$ cat src/rtl/fs_accel_pkg.sv
// Shared definitions for the accelerator stage controllers: layer types,
// stage state encodings and the POOL token payload.
package fs_accel_pkg;

    localparam logic [3:0] LAYER_CONV  = 4'd0;
    localparam logic [3:0] LAYER_DENSE = 4'd1;
    localparam logic [3:0] LAYER_MIXED = 4'd2;

    localparam logic [2:0] G_START  = 3'd0;
    localparam logic [2:0] G_QUANT  = 3'd1;
    localparam logic [2:0] G_POOL   = 3'd2;
    localparam logic [2:0] G_WAIT   = 3'd3;
    localparam logic [2:0] G_FINISH = 3'd4;

    typedef struct packed {
        logic        is_out_fin;
        logic [31:0] ps_addr;
        logic [31:0] o_addr;
        logic [3:0]  quant_sel;
    } pool_tok_t;

    function automatic logic layer_valid(input logic [3:0] typ);
        return (typ == LAYER_CONV) || (typ == LAYER_DENSE) || (typ == LAYER_MIXED);
    endfunction

endpackage

$ cat src/rtl/fs_accel_pool_win_cnt.sv
// Max-pool window position counter: wraps after max(size,1) increments.
module fs_accel_pool_win_cnt #(
    parameter int W = 3
) (
    input  logic         clk,
    input  logic         resetn,
    input  logic         inc,
    input  logic [W-1:0] size,
    output logic         first,
    output logic         last
);

    logic [W-1:0] cnt;
    logic [W-1:0] top;

    // A size of 0 behaves as a one-element window.
    assign top   = (size == '0) ? '0 : size - W'(1);
    assign first = (cnt == '0);
    assign last  = (cnt == top);

    always_ff @(posedge clk) begin
        if (!resetn) begin
            cnt <= '0;
        end else if (inc) begin
            cnt <= last ? '0 : cnt + W'(1);
        end
    end

endmodule

$ cat src/rtl/fs_accel_pool_ctrl.sv
// POOL stage controller: captures COMPS tokens, sequences quantizer and max-pool.
// FS_ACCEL_POOL_EN builds the G_POOL state and window counter; without it every finished output bypasses pooling.
module fs_accel_pool_ctrl
    import fs_accel_pkg::*;
#(
    parameter int QUANT_LAT  = 2,
    parameter int POOL_WIN_W = 3
) (
    input  logic                  clk,
    input  logic                  resetn,
    input  logic                  enb,
    input  logic [3:0]            cfg_layer_typ,
    input  logic [POOL_WIN_W-1:0] cfg_pool_size,
    input  logic                  RDATA_rdy,
    input  logic                  RDATA_fin,
    input  logic                  COMPS_rdy,
    input  logic                  COMPS_fin,
    input  logic                  COMPS_is_out_fin,
    input  logic [31:0]           COMPS_ps_addr,
    input  logic [31:0]           COMPS_o_addr,
    input  logic [3:0]            COMPS_o_quant_sel,
    input  logic                  WBACK_rdy,
    input  logic                  WBACK_start,
    output logic                  quant_enb,
    output logic                  pool_enb,
    output logic                  pool_bps_write,
    output logic                  pool_cmp_write,
    output logic                  POOL_start,
    output logic                  POOL_rdy,
    output logic                  POOL_fin,
    output logic                  POOL_o_vld,
    output logic                  POOL_is_out_fin,
    output logic [31:0]           POOL_ps_addr,
    output logic [31:0]           POOL_o_addr,
    output logic [3:0]            POOL_o_quant_sel
);

    logic [2:0] state;
    logic [3:0] q_cnt;
    logic       typ_ok;
    logic       step;
    logic       pipe_adv;
    logic       q_done;
    logic       quant_to_pool;
    logic       o_vld;
    pool_tok_t  tok;

    // An unsupported layer type idles every output and freezes the FSM.
    assign typ_ok = layer_valid(cfg_layer_typ);
    assign step   = enb & typ_ok;

    assign POOL_start = typ_ok & (state == G_START);
    assign POOL_rdy   = typ_ok & (state == G_WAIT);
    assign POOL_fin   = typ_ok & (state == G_FINISH);
    assign quant_enb  = typ_ok & (state == G_QUANT);

    assign pipe_adv = enb & (RDATA_rdy | RDATA_fin) & (COMPS_rdy | COMPS_fin)
                    & (POOL_rdy | POOL_start) & (WBACK_rdy | WBACK_start);
    assign q_done   = (q_cnt == 4'(QUANT_LAT - 1));

`ifdef FS_ACCEL_POOL_EN
    logic win_first;
    logic win_last;

    assign pool_enb       = typ_ok & (state == G_POOL);
    assign pool_bps_write = pool_enb & win_first;
    assign pool_cmp_write = pool_enb & ~win_first;
    assign quant_to_pool  = (cfg_layer_typ != LAYER_DENSE);

    fs_accel_pool_win_cnt #(.W(POOL_WIN_W)) u_win_cnt (
        .clk    (clk),
        .resetn (resetn),
        .inc    (step & pool_enb),
        .size   (cfg_pool_size),
        .first  (win_first),
        .last   (win_last)
    );
`else
    logic unused_pool_size;

    assign unused_pool_size = ^cfg_pool_size;
    assign pool_enb         = 1'b0;
    assign pool_bps_write   = 1'b0;
    assign pool_cmp_write   = 1'b0;
    assign quant_to_pool    = 1'b0;
`endif

    always_ff @(posedge clk) begin
        if (!resetn) begin
            state <= G_START;
            q_cnt <= '0;
            tok   <= '0;
            o_vld <= 1'b0;
        end else if (step) begin
            case (state)
                G_START, G_WAIT: begin
                    if (pipe_adv) begin
                        // pipe_adv implies COMPS_rdy whenever COMPS_fin is low.
                        if (COMPS_fin) begin
                            state <= G_FINISH;
                        end else begin
                            tok   <= {COMPS_is_out_fin, COMPS_ps_addr, COMPS_o_addr, COMPS_o_quant_sel};
                            o_vld <= 1'b0;
                            if (COMPS_is_out_fin) begin
                                state <= G_QUANT;
                                q_cnt <= '0;
                            end else begin
                                state <= G_WAIT;
                            end
                        end
                    end
                end
                G_QUANT: begin
                    if (q_done) begin
                        if (quant_to_pool) begin
                            state <= G_POOL;
                        end else begin
                            state <= G_WAIT;
                            o_vld <= 1'b1;
                        end
                    end else begin
                        q_cnt <= q_cnt + 4'd1;
                    end
                end
`ifdef FS_ACCEL_POOL_EN
                G_POOL: begin
                    state <= G_WAIT;
                    if (win_last) o_vld <= 1'b1;
                end
`endif
                default: ;
            endcase
        end
    end

    assign POOL_o_vld       = o_vld;
    assign POOL_is_out_fin  = tok.is_out_fin;
    assign POOL_ps_addr     = tok.ps_addr;
    assign POOL_o_addr      = tok.o_addr;
    assign POOL_o_quant_sel = tok.quant_sel;

endmodule

$ cat config.mk
export PLATFORM = sky130hd
export DESIGN_NAME = fs_accel_pool_ctrl
export DESIGN_NICKNAME = d
export VERILOG_FILES = /design/src/rtl/fs_accel_pkg.sv /design/src/rtl/fs_accel_pool_win_cnt.sv /design/src/rtl/fs_accel_pool_ctrl.sv
export SDC_FILE = /design/constraint.sdc
export NUM_CORES = 1
export LEC_CHECK = 0
export ABC_AREA = 1
export CAP_MARGIN = 10
export CORE_ASPECT_RATIO = 1.75
export CORE_MARGIN = 2
export CORE_UTILIZATION = 33
export CTS_CLUSTER_DIAMETER = 80
export DETAILED_ROUTE_END_ITERATION = 8
export PLACE_DENSITY = 0.7
export SETUP_SLACK_MARGIN = 0.5
export SYNTH_ARGS = -nofsm -noshare
export SYNTH_HDL_FRONTEND = slang
export SYNTH_SLANG_ARGS = --single-unit
$ cat constraint.sdc
create_clock -name clk -period 5 [get_ports clk]
set_clock_uncertainty 0.15 [all_clocks]
set_input_delay 0.75 -clock clk [delete_from_list [all_inputs] [get_ports clk]]
set_output_delay 0.75 -clock clk [all_outputs]
set_load 0.005 [all_outputs]
==> metrics <==
status=finished clean; post-synthesis sequential area ratio=52.12%; Pwr per Cell Area=299.2 nW/um2; first-pass GRT wire length=13.50 mm; worst vdd ir=0.3070 mV; clock sink total=77; worst stage delay on the critical path=0.55 ns; Worst Reg2Reg Path Length in Cells=8; Clock Tree Buf Depth=2; CP max FO=5; Chip Height=roughly 130 um; Seq pwr share=about 43%; nets@finish=631; Hold Path Class=reg2reg; hold path start=POOL_o_vld; sequential cell area=about 1500 um2; detailed placement HPWL=5.851 mm; gr usage total=about 18%; #FFs+latches synth=77; largest net degree at the start of global routing=73; Port Buffer Count=155; Routed Wire Length=8.642 mm; worst path required time=4.10 ns; RePlAce Congestion=0.7848; Worst path most repeated cell=clkdlybuf4s50_1; clock latency on the worst-skew pair=between 0.3 and 0.4 ns; antenna violations before repair=0; Peak Freq=between 300 and 400 MHz; r2r startpoint=state[2]; n_diodes=0; Hold Buf Count CTS=0; most frequent cells in the layout=nor2_1, clkdlybuf4s50_1, dfxtp_1; CTS HTree Levels=3; area share of the largest cell type after synthesis=a little over half; clock power share=about half; Net Switching=294.8 uW; Top delay family on crit path=buffers and inverters; clock edge transition at the registers on the reported setup and hold paths=0.06 ns; Final Core Density=56.41%; Rel. slew slack=a little over a quarter; total CTS buffers=9; RR Endpoint=POOL_o_addr[25]; switching share of power=20.14%; RSZ-0062 raised after global routing=no; Antenna Nets Post-Route=0; # IOs=162; First DRT Iteration DRCs=between 90 and 100; drt drc=0; most common library cell in the layout ignoring fill and taps=nor2_1; Min Hold Slack=between 0.3 and 0.4 ns; share of cells above drive strength 1=4.372%; pre-CTS setup slack=1.850 ns; Critical Path AT=2.24 ns; maxcap violations=0; Worst Hold End=POOL_o_vld; DP Cell Count=649; WL/cell=12.98 um; CTS root buf=clkbuf_16; Cell Count, Final, Fillers Out=666; GRT overflow=0; slew of the pin with the lowest slew margin=1.107 ns; Yosys warnings=0; syn_area_per_cell=7.413 um2; Critical Path Sink Type=output pin; initial core utilization=around a third; core box area=just under 9000 um2; max-slew violations=0; Synth area leader=dfxtp_1; crit share post-route=62.77%; flop2flop setup slack=2.94 ns; DRT Pass-1 Iters=4; Multi-input gate area=approximately 1200 um2; cell-by-cell trace of the critical path=clkdlybuf4s50_1 > nor2_1 > nand2_1 > nor4_1 > clkdlybuf4s50_1; slowest cell on the critical path=clkdlybuf4s50_1; Synth cell types=24; critical path class=in2out; CTS tree=done; ranking of synthesized cells by area=dfxtp_1, nor2_1, o21ai_0; synthesis-to-finish area growth=65.36%; leakage=0.002051 uW; Fin Setup TNS=0 ns; hold depth=2; vias=3041; CP Buf/Inv Count=2; final-report setup violation count=0; post-CTS setup buffer count=0; vias in the first global route=2942; mapped cell area=2958 um2; CTS resizes=0; Die W=75.57 um; crit path launch type=input port; Logic pwr share=8.4%; Synth Instances=399; Final Hold Fails=0; minimum clock period=roughly 3.1 ns; Worst Slack Setup Final=1.861 ns; FILL cells=824; drt via density=4.566; P_int=1169 uW; row cnt=45; full die area=between 9000 and 10000 um2
==> synth_stat cells <==
master,number
a21oi_1,8
buf_1,2
buf_2,1
buf_4,3
buf_6,3
clkbuf_1,16
conb_1,1
dfxtp_1,77
ha_1,2
inv_1,13
inv_2,1
nand2_1,27
nand2_2,2
nand3_1,9
nand3_2,1
nand3b_1,1
nand4_1,2
nor2_1,155
nor3_4,1
nor4_1,1
o21ai_0,69
o21ai_1,2
xnor2_1,1
xor2_1,1
==> power by group through the flow <==
stage                     Sequential (uW)  Clock, uW  Combinational [uW]
after floorplan                       643          0                32.7
after global placement                641          0                 121
after detailed placement              642          0                 122
after CTS                             628        730                 123
after global routing                  629        760                 134
final                                 628        712                 123
==> cell type report <==
class                      count  area share, %
multi-input combinational    285          25.40
inverter                      14          1.074
timing repair buffer         157          32.18
clock inverter                 5          1.663
tap                          117          2.993
clock buffer                  11          5.168
sequential                    77          31.52
==> logic make-up (layout without fill, tap and decap cells) <==
group                    after synthesis  in the layout  share of synthesized area (%)
adder cells (fa/ha/maj)                2              2                         0.8459
AND/OR/NAND/NOR                      199            199                          26.82
buffers and inverters                 39            187                          6.134
AO/OA/AOI/OAI                         79             79                          13.37
flip-flops                            77             77                          52.12
other                                  1              3                         0.1268
XOR/XNOR                               2              2                         0.5923
==> through the flow <==
stage,cell area (um2),power [uW]
finish,4891,1463
global route,4891,1523
CTS,4871,1481
detailed placement,4537,764.1
global placement,4537,762.3
floorplan,2965,675.3
==> worst max-delay path by stage <==
stage                                start  endpoint  slack (ns)  depth (start not counted)
after floorplan           cfg_layer_typ[3]  POOL_fin        2.86                          3
after global placement    cfg_layer_typ[3]  POOL_fin        1.86                          5
after detailed placement  cfg_layer_typ[3]  POOL_fin        1.85                          5
after CTS                 cfg_layer_typ[3]  POOL_fin        1.85                          5
after global routing      cfg_layer_typ[3]  POOL_fin        1.70                          5
final                     cfg_layer_typ[3]  POOL_fin        1.86                          5
==> routing by layer <==
metal | vias to the layer above | track usage (%) | wire length [um]
met5 | - | 0 | 0
met2 | 94 | 31.87 | 4595
li1 | 1554 | - | -
met4 | 0 | 10.11 | 310
met1 | 1375 | 19.09 | 3334
met3 | 18 | 3.499 | 401
==> registers in the layout, summed over array words and instances (netlist names) <==
name,cells
POOL_o_quant_sel,4
state,3
POOL_is_out_fin,1
POOL_o_vld,1
q_cnt,4
POOL_o_addr,32
POOL_ps_addr,32
==> worst reg2reg max path: stages, from the launching register on <==
cell and delay (ns):
dfxtp_1 0.31, inv_1 0.13, nand3_2 0.12, nand2_2 0.15, nand2_2 0.09, nor3_4 0.13, buf_4 0.51, o21ai_0 0.25
nor2_1 0.14
Note: power is estimated with default switching activity, not from simulation.
==> RTL change (same flow settings) <==
Add a define of `FS_ACCEL_POOL_EN`.
--- a/src/rtl/fs_accel_pool_ctrl.sv
+++ b/src/rtl/fs_accel_pool_ctrl.sv
@@ -1,5 +1,7 @@
 // POOL stage controller: captures COMPS tokens, sequences quantizer and max-pool.
 // FS_ACCEL_POOL_EN builds the G_POOL state and window counter; without it every finished output bypasses pooling.
+`define FS_ACCEL_POOL_EN
+
 module fs_accel_pool_ctrl
     import fs_accel_pkg::*;
 #(
Function: changed (Yosys sat finds a counterexample within 4 cycles, from zero or initial values and one cycle with resetn low).
==> RTL change against the original RTL <==
Die area rose by 8.3%. Cell area up 5.2%. Global-route usage shrank 0.24 points. Sequential cell count up 3. Register-to-register slack lost 0.15 ns. Worst setup slack worse by 0.038 ns. Fmax shrank 1.2%. Total power shrank 2.9%. Routed wire length grew 6.2%. Area after synthesis up 8.6%. Count of clock-buffer cells in the layout decreased by 1. Clock power is 11% lower.
==> RTL change: results (changes against the original RTL) <==
synth_compound_area_share_pct: 13.79  # +0.42 points
crit_path_max_fanout: 7  # +2
grt_max_degree: 76  # +4.1%
place_congestion: 0.8059  # +2.7%
dr_wl_met2_mm: 4.705  # +2.4%
synth_fp_nets: 529
fillers: 888  # +7.8%
yosys-top-cells-area: "dfxtp_1 50%, nor2_1 19%, o21ai_0 11%, nand2_1 3.9%, inv_1 2.6%"
p_int_w: 0.001118  # -4.4%
synthCells: 438  # +9.8%
drtIter0Drc: 159  # +71%
slowest_delay_ns: 0.51  # -0.04 ns
post_cts_resized: 0  # unchanged
wire_per_inst_um: 12.81  # -1.3%
synth_commonest_cells: "165 x nor2_1, 80 x dfxtp_1, 71 x o21ai_0, 33 x nand2_1, 22 x inv_1"
synth-seq-area-share_pct: 49.84  # -2.3 points
drive_above_1_share_pct: 4.040  # -0.33 points
slowest_stage: "clkdlybuf4s50_1"
clock_latency_ns: 0.33  # about the same
cts_buffers: 9  # unchanged
place_area_sq_mm: 0.004856  # +7.0%
via_count: 3266  # +7.4%
first_pass_iters: 6  # +2
synth_xor_area_share_pct: 1.090  # +0.50 points
p_leak_nw: 2.162  # +5.4%
maxSlewHeadroom_pct: 21.29  # -4.9 points
port_buffers: 161  # +3.9%
wl_met3_um: 643  # +60%
met1Wirelength_mm: 3.501  # +5.0%
grt.total_usage_pct: 17.74  # -0.24 points
final_nets: 680  # +7.8%
dp_slack_ns: 1.820  # -0.03002 ns
pg_seq_w: 0.000653  # +4.0%
peakVddDrop_v: 0.0001953  # -36%
grtUsageMet3_pct: 5.281  # +1.8 points
pwr-share-comb_pct: 9.6  # +1.2 points
status: "complete, no violations"
dp_cells: 700  # +7.9%
fin_cells: 716  # +7.5%
p_sw_share_pct: 21.32  # +1.2 points
yosysUniqueCellTypes: 23  # -4.2%
grtUsageMet1_pct: 19.23  # +0.14 points
synthAdderAreaFrac_pct: 2.336  # +1.5 points
grt_pass1_wl_mm: 15.04  # +11%
dp_hpwl_mm: 6.495  # +11%
grtUsageMet2_pct: 30.53  # -1.3 points
==> RTL change: changes by cell type after synthesis, sizes merged, moves of 4 or more <==
| cell | delta |
|---|---|
| buf | +7 |
| clkbuf | -10 |
| ha | +4 |
| inv | +10 |
| nand2 | +4 |
| nor2 | +13 |
| o21ai | +8 |
==> RTL change: final timing paths <==
kind                    start                   to  slack [ns]  cells after the start
max          cfg_layer_typ[3]       pool_cmp_write        1.82                      7
min           POOL_is_out_fin      POOL_is_out_fin        0.32                      2
max reg2reg          state[1]  POOL_o_quant_sel[2]        2.79                      8
min reg2reg   POOL_is_out_fin      POOL_is_out_fin        0.32                      2
==> RTL change: final cells by class <==
class / instances / area [sq um] / area share, %
Clock buffer: 10 / 229.0 / 4.450
Clock inverter: 6 / 60.06 / 1.167
Inverter: 24 / 90.09 / 1.751
Multi-Input combinational cell: 312 / 1398 / 27.16
Sequential cell: 80 / 1602 / 31.13
Tap cell: 122 / 152.6 / 2.967
Timing Repair Buffer: 162 / 1614 / 31.37
